--- src/rtl/servo_pkg.sv ---
// servo_pkg: shared types, default timing constants and the pulse-width
// helper for the servo PWM generator.
package servo_pkg;

    typedef logic [7:0]  pos_t;
    typedef logic [18:0] cyc_t;
    typedef logic [16:0] width_t;

    typedef enum logic {
        S_LOW   = 1'b0,
        S_PULSE = 1'b1
    } servo_state_t;

    // Timing for the 25 MHz board clock at 50 Hz, 1000..2000 us.
    localparam int unsigned FRAME_CYC = 500_000;
    localparam int unsigned MIN_CYC   = 25_000;
    localparam int unsigned MAX_CYC   = 50_000;
    localparam int unsigned STEP_CYC  = (MAX_CYC - MIN_CYC) / 255;

    // High time in clock cycles for a position: min + pos*step.
    // The 8x8 product fits 16 bits; the sum is carried in 17 bits.
    function automatic width_t calc_width(
        input pos_t   pos,
        input width_t min_cyc,
        input pos_t   step_cyc
    );
        logic [15:0] prod;
        prod = 16'(pos) * 16'(step_cyc);
        return min_cyc + width_t'(prod);
    endfunction

endpackage

--- src/rtl/servo_slew_step.sv ---
// servo_slew_step: combinational limiter that moves the current position
// toward a target by at most STEP, landing exactly on the target when closer.
module servo_slew_step
    import servo_pkg::*;
#(
    parameter int unsigned STEP = 4
) (
    input  logic [7:0] cur,
    input  logic [7:0] target,
    output logic [7:0] nxt
);

    localparam pos_t STEP_P = pos_t'(STEP);

    pos_t diff;

    // Clamp the step so the result never overshoots or wraps.
    always_comb begin
        nxt  = target;
        diff = '0;
        if (target > cur) begin
            diff = target - cur;
            if (diff > STEP_P) begin
                nxt = cur + STEP_P;
            end
        end else begin
            diff = cur - target;
            if (diff > STEP_P) begin
                nxt = cur - STEP_P;
            end
        end
    end

endmodule

--- src/rtl/servo_pwm_gen.sv ---
// servo_pwm_gen: 50 Hz hobby-servo pulse generator with a one-entry
// valid/ready command register that is applied only at frame boundaries.
// Optional build macro SERVO_SLEW_EN limits the per-frame position change.
module servo_pwm_gen
    import servo_pkg::*;
#(
    parameter int unsigned CLK_HZ    = 25_000_000,
    parameter int unsigned FRAME_HZ  = 50,
    parameter int unsigned MIN_US    = 1000,
    parameter int unsigned MAX_US    = 2000,
    parameter int unsigned RESET_POS = 128
`ifdef SERVO_SLEW_EN
    ,
    parameter int unsigned SLEW_STEP = 4
`endif
) (
    input  logic       clk,
    input  logic       rst_n,
    input  logic       en,
    input  logic [7:0] pos_data,
    input  logic       pos_valid,
    output logic       pos_ready,
    output logic       servo_pin,
    output logic       frame_start,
    output logic [7:0] active_pos
);

    localparam int unsigned FRAME_N = CLK_HZ / FRAME_HZ;
    localparam int unsigned MIN_N   = CLK_HZ / 1_000_000 * MIN_US;
    localparam int unsigned MAX_N   = CLK_HZ / 1_000_000 * MAX_US;
    localparam int unsigned STEP_N  = (MAX_N - MIN_N) / 255;

    localparam cyc_t   FRAME_LAST = cyc_t'(FRAME_N - 1);
    localparam width_t MIN_W      = width_t'(MIN_N);
    localparam pos_t   STEP_W     = pos_t'(STEP_N);
    localparam pos_t   RESET_P    = pos_t'(RESET_POS);
    localparam width_t RESET_W    = calc_width(RESET_P, MIN_W, STEP_W);

    cyc_t         cnt;
    logic         boot_q;
    pos_t         pend_q;
    logic         pend_full;
    logic         en_q;
    logic         en_nxt;
    width_t       width_q;
    width_t       width_nxt;
    cyc_t         pulse_last;
    pos_t         act_nxt;
    logic         boundary;
    logic         xfer;
    servo_state_t state;

`ifdef SERVO_SLEW_EN
    pos_t target_q;
    pos_t tgt_nxt;
    pos_t slew_pos;

    servo_slew_step #(
        .STEP(SLEW_STEP)
    ) u_slew (
        .cur   (active_pos),
        .target(tgt_nxt),
        .nxt   (slew_pos)
    );
`endif

    // boot_q makes the first edge after reset release act as a frame
    // boundary, so counter value 0 (and the first pulse) is the first
    // cycle after release while the counter itself still resets to 0.
    assign boundary   = boot_q || (cnt == FRAME_LAST);
    assign xfer       = pos_valid && !pend_full;
    assign pos_ready  = ~pend_full;
    assign en_nxt     = boundary ? en : en_q;
    assign pulse_last = cyc_t'(width_q) - cyc_t'(1);

    // Next frame position and width, evaluated from pre-edge pending state.
    always_comb begin
`ifdef SERVO_SLEW_EN
        tgt_nxt = pend_full ? pend_q : target_q;
        act_nxt = slew_pos;
`else
        act_nxt = pend_full ? pend_q : active_pos;
`endif
        width_nxt = calc_width(act_nxt, MIN_W, STEP_W);
    end

    // Frame counter: 0..FRAME_N-1, restarting on every boundary.
    always_ff @(posedge clk or negedge rst_n) begin
        if (!rst_n) begin
            cnt    <= '0;
            boot_q <= 1'b1;
        end else begin
            boot_q <= 1'b0;
            if (boundary) begin
                cnt <= '0;
            end else begin
                cnt <= cnt + cyc_t'(1);
            end
        end
    end

    // One-entry command register; a boundary drains it, a transfer fills it.
    always_ff @(posedge clk or negedge rst_n) begin
        if (!rst_n) begin
            pend_q    <= '0;
            pend_full <= 1'b0;
        end else if (xfer) begin
            pend_q    <= pos_data;
            pend_full <= 1'b1;
        end else if (boundary) begin
            pend_full <= 1'b0;
        end
    end

    // Per-frame settings latched at the boundary.
    always_ff @(posedge clk or negedge rst_n) begin
        if (!rst_n) begin
            active_pos <= RESET_P;
            width_q    <= RESET_W;
            en_q       <= 1'b0;
`ifdef SERVO_SLEW_EN
            target_q   <= RESET_P;
`endif
        end else if (boundary) begin
            active_pos <= act_nxt;
            width_q    <= width_nxt;
            en_q       <= en_nxt;
`ifdef SERVO_SLEW_EN
            target_q   <= tgt_nxt;
`endif
        end
    end

    // Pulse FSM with registered pin and frame_start outputs.
    always_ff @(posedge clk or negedge rst_n) begin
        if (!rst_n) begin
            state       <= S_LOW;
            servo_pin   <= 1'b0;
            frame_start <= 1'b0;
        end else if (boundary) begin
            frame_start <= 1'b1;
            if (en_nxt) begin
                state     <= S_PULSE;
                servo_pin <= 1'b1;
            end else begin
                state     <= S_LOW;
                servo_pin <= 1'b0;
            end
        end else begin
            frame_start <= 1'b0;
            case (state)
                S_PULSE: begin
                    if (cnt == pulse_last) begin
                        state     <= S_LOW;
                        servo_pin <= 1'b0;
                    end
                end
                S_LOW: begin
                    servo_pin <= 1'b0;
                end
                default: begin
                    state     <= S_LOW;
                    servo_pin <= 1'b0;
                end
            endcase
        end
    end

endmodule

--- config.mk ---
export PLATFORM = sky130hd
export DESIGN_NAME = servo_pwm_gen
export DESIGN_NICKNAME = d
export VERILOG_FILES = /design/src/rtl/servo_pkg.sv /design/src/rtl/servo_slew_step.sv /design/src/rtl/servo_pwm_gen.sv
export SDC_FILE = /design/constraint.sdc
export NUM_CORES = 1
export LEC_CHECK = 0
export CAP_MARGIN = 20
export CORE_MARGIN = 3
export CORE_UTILIZATION = 32
export DETAILED_ROUTE_END_ITERATION = 10
export HOLD_SLACK_MARGIN = 0.02
export SLEW_MARGIN = 20
export SYNTH_ARGS = -nofsm -noshare
export SYNTH_HDL_FRONTEND = slang
export SYNTH_HIERARCHICAL = 1
export SYNTH_SLANG_ARGS = --single-unit
--- constraint.sdc ---
create_clock -name clk -period 4.25 [get_ports clk]
set_input_delay 0.6375 -clock clk [delete_from_list [all_inputs] [get_ports clk]]
set_output_delay 0.6375 -clock clk [all_outputs]
set_load 0.02 [all_outputs]
# --- Yosys cells after proc, flatten, opt, wreduce, memory -nomap -nowiden ---
# Cells that the tools add are included.
totals:
  latchBits: 0
  out_inout_bits: 11
  word_cells: 36
  mem_bits_rw: 0
  ff_bits: 58
  input_bits: 12
  rom_bits: 0
  mem_count: 0
classes:
  mux: 13
  bitwise: 2
  n_div: 0
  mul: 1
  order_cmp: 0
  addsub: 3
  shift: 0
  reduce_logical: 4
  eq_ne: 3
op_table:
  columns: ["cell", "n"]
  rows:
  - ["$add 19x1->19 const B", 1]
  - ["$eq 19x19->1", 1]
  - ["$eq 19x19->1 const B", 1]
  - ["$mux 19", 1]
  - ["$sub 17x1->18 const B", 1]
  - ["$add 15x15->16 const A", 1]
  - ["$mul 8x6->14 const B", 1]
  - ["$mux 1", 10]
  - ["$mux 8", 1]
  - ["$ne 3x2->1 const B", 1]
  - ["$not 1->1", 2]
  - ["$pmux 1 s2", 1]
  - ["$reduce_bool 2->1", 1]
  - ["$logic_and 1x1->1", 1]
  - ["$logic_not 1->1", 1]
  - ["$logic_or 1x1->1", 1]

# --- Longest topological paths before layout ---
depth:
  depth_word: 5
  depth_mapped: 15
  depth_no_buf: 14

# --- Worst setup path before layout ---
# No wires, ideal clock.
synth_path:
  path_type: "register -> register"
  from: "register pend_full"
  to: "register width_q[14]"
  path_slack_ns: 0.468
  synth_period_minus_slack_ns: 3.782
  arrival_time_ns: 3.653
  path_stages_with_launch: 15
  setup_ns: 0.130
  n_path_buf: 1
  t_required_ns: 4.120
  cell_sequence: "dfrtp_1 clkbuf_1 o21ai_0 ha_1 fa_1 ha_1 ha_1 inv_1 fa_1 nor2b_1 o31a_1 or4b_2 nand3_1 a31o_2 nor3_1"
synth_via:
  elab_chain_cells: 3
synth_lines:
  columns: ["element", "line", "source"]
  rows:
  - ["from (decl)", "servo_pwm_gen.sv:42", "logic pend_full;"]
  - ["from (signal assigned)", "servo_pwm_gen.sv:106", "pend_full <= 1'b0;"]
  - ["from (signal assigned)", "servo_pwm_gen.sv:109", "pend_full <= 1'b1;"]
  - ["from (signal assigned)", "servo_pwm_gen.sv:111", "pend_full <= 1'b0;"]
  - ["$mux 8", "servo_pwm_gen.sv:82", "act_nxt = pend_full ? pend_q : active_pos;"]
  - ["named net act_nxt[1]", "servo_pwm_gen.sv:48", "pos_t act_nxt;"]
  - ["$mul 8x6->14", "servo_pkg.sv:28", "prod = 16'(pos) * 16'(step_cyc);"]
  - ["$add 15x15->16", "servo_pkg.sv:29", "return min_cyc + width_t'(prod);"]
  - ["to (signal assigned)", "servo_pwm_gen.sv:126", "width_q <= width_nxt;"]
  - ["to (decl)", "servo_pwm_gen.sv:45", "width_t width_q;"]
# The timed path passes the listed nets, and every way through them passes these cells.
# A chain may end at the register's enable or synchronous reset.

# --- Final worst setup path ---
# Ends and elaborated chain as after synthesis.

==> results_dict.tcl <==
set metrics [dict create \
    gp_congestion 0.8544 \
    seq_area_mm2 0.001336 \
    yosys_warnings 6 \
    yosysSeqAreaShare_pct 35.74 \
    ant_nets 0 \
    cp_max_fo 9 \
    cts_max_level 2 \
    worstMarginPinSlew_ns 0.7764 \
    antenna_cells 0 \
    fin_area_mm2 0.004217 \
    clk_pin_slew_ns 0.07 \
    outcome "finished, final reports clean" \
    vdd_drop_max_mv 0.4208 \
    grt_antenna_before_repair 0 \
    dpl.hpwl_um 5896 \
    layout-drive-gt1-share_pct 10.14 \
    synth_top_cell_by_area "dfrtp_1" \
    grt_pass1_vias 2856 \
    max_freq_mhz 254.4 \
    period_share_pct 92.49 \
    hold_viol 0 \
    async_flop_share_pct 100.0 \
    start_kind "register" \
    setup_tns_ns 0 \
    rows 38 \
    syn-num-nets 443 \
    clock_path_buffers 2 \
    p_leak_nw 1.776 \
    grt_max_degree 54 \
    die_y_um 114.1 \
    via_count 2867 \
    multiInputGateArea_mm2 0.002252 \
    io_pins 23 \
    dpl_worst_slack_ns 0.2798 \
    drtPass1Iterations 4 \
    yosysTopAreaCellShare_pct 30.12 \
    place_area_mm2 0.004076 \
    min_period_ns 3.931 \
    path_class "reg2reg" \
    synthMostInstantiatedCell "nor2_1" \
    root_buffer "clkbuf_16" \
    fillers 1132 \
    final.setup.worst_slack_ns 0.3191 \
    tritoncts "built" \
    synth_commonest_cells "nor2_1 (52), dfrtp_1 (45), ha_1 (30)" \
    vias_per_cell 5.175 \
    cts_setup_buffers 0 \
    timing.max_cap.violations 0 \
    worst_hold_path_type "in2async" \
    wl_um 7812 \
    endpoint_kind "register" \
    finalMaxSlewViolations 0 \
    syn-instance-count 398 \
    ys_top_cells_by_area "dfrtp_1 (30%), ha_1 (10%), xnor2_1 (5.9%)" \
    clock_latency_ns 0.30 \
    worstPathArrival_ns 4.11 \
    max_slew_margin_pct 48.18 \
    power-per-cell-area_mw_per_mm2 811.5 \
    syn_area_mm2 0.003739 \
    synth_edf_count 0 \
    synthFlopType "dfrtp_1" \
    wire_per_inst_um 14.10 \
    grt_pass1_wl_um 13680 \
    setup_viol 0 \
    crit_required_ns 4.43 \
    numCtsBuffers 5 \
    synth_seq_cells 53 \
    initial_core_util_pct 33.60 \
    track_usage_pct 12.88 \
    clock-sinks 53 \
    hold_buffers 0 \
    syn_to_final_growth_pct 12.78 \
    grt_overflow_total 0 \
    synth.distinct_cells 58 \
    core_mm2 0.01113 \
    nets 458 \
    clock_skew_ns 0.01135 \
    die-area_mm2 0.01302 \
    drc 0 \
    portBuffers 22 \
    holdWs_ns 0.4413 \
    rsz0062_at_grt "false" \
    avgSynthCellArea_um2 9.393 \
    detail_route.iter0.violations 140 \
    fp.dieW_um 114.1 \
]
-- final timing paths --
check | startpoint | to | slack, ns | depth (start not counted)
max in group asynchronous | rst_n | pend_q[6] | 3.35 | 2
min reg2reg | boot_q | cnt[2] | 0.51 | 1
min in group clk | boot_q | cnt[2] | 0.51 | 1
max reg2reg | pend_full | width_q[14] | 0.32 | 12
min | rst_n | cnt[16] | 0.44 | 2
max | pend_full | width_q[14] | 0.32 | 12
-- where the power goes --
group / total, mW / leakage, nW / switching (mW) / internal [mW]
sequential: 0.785 / 0.647 / 0.140 / 0.645
clock: 0.406 / 0.0641 / 0.187 / 0.219
combinational: 2.23 / 1.06 / 1.21 / 1.02
-- routing by layer --
layer	track usage, %	part of all wire [%]	vias to the layer above
met4	3.246	1.1	0
met3	2.748	3.2	10
li1	-	-	1439
met1	17.14	50	1376
met5	0	0	-
met2	21.35	46	42
-- placed cells by master, fill, tap and decap left out, drive strengths merged, types with 5 or more instances in the layout --
cell / n
o21ai: 12
inv: 16
xor2: 21
nand3: 14
dfrtp: 45
ha: 30
nor2b: 6
nor2: 52
a31oi: 7
or3: 8
dfstp: 8
nand2: 21
a21o: 7
nand4: 5
xnor2: 25
nor3: 7
clkbuf: 7
clkdlybuf4s50: 21
nor4: 6
a21oi: 21
buf: 6
mux2: 13
and3: 6
nor4b: 5
-- registers in the layout (all words and copies together), names as in the netlist --
name and count:
pend_full 1, servo_pin 1, width_q 13, pend_q 8, boot_q 1, frame_start 1, state 1, active_pos 8
cnt 19
-- area by class of cell --
cell class              instances  area share, %
well taps                     140          4.154
clock inverters                 1         0.1780
flip-flops and latches         53          31.69
multi-input cells             310          53.41
repair buffers                 27          5.994
inverters                      16          1.424
clock buffers                   7          3.145
-- worst max-delay path, cell delays in order, from the launching register on --
cell and delay [ns]:
dfrtp_1 0.45, buf_4 0.21, mux2_2 0.39, ha_1 0.31
ha_1 0.30, ha_1 0.30, ha_1 0.37, a21o_1 0.18
a31o_2 0.22, a21o_1 0.20, a311oi_1 0.51, nor4b_1 0.30
nor3_1 0.09
-- metrics by stage --
| stage | util (%) | power (mW) | cells |
|---|---|---|---|
| after floorplan | - | 2.559 | 398 |
| after global placement | 36.64 | 2.953 | 546 |
| after detailed placement | 36.64 | 3.005 | 546 |
| after CTS | 37.90 | 3.441 | 554 |
| after global routing | 37.90 | 3.769 | 554 |
| final | 37.90 | 3.422 | 554 |
-- cell families (layout without fill, tap and decap cells) --
group | count (synthesis) | count (layout) | share of synthesized area [%]
DFF | 53 | 53 | 35.74
and+or+nand+nor | 147 | 147 | 20.45
muxes | 16 | 16 | 5.154
xor gates and xnor gates | 47 | 47 | 11.38
adders and majority gates | 33 | 33 | 11.65
other | 1 | 1 | 0.1003
buffers and inverters | 35 | 51 | 4.116
AOI/OAI and AO/OA | 66 | 66 | 11.41
-- repair_timing --
action                     4_1_cts  5_1_grt
hold endpoints to repair         0        0
resized for setup                0        1
setup endpoints to repair        0        1
(Power assumes the default switching activity.)
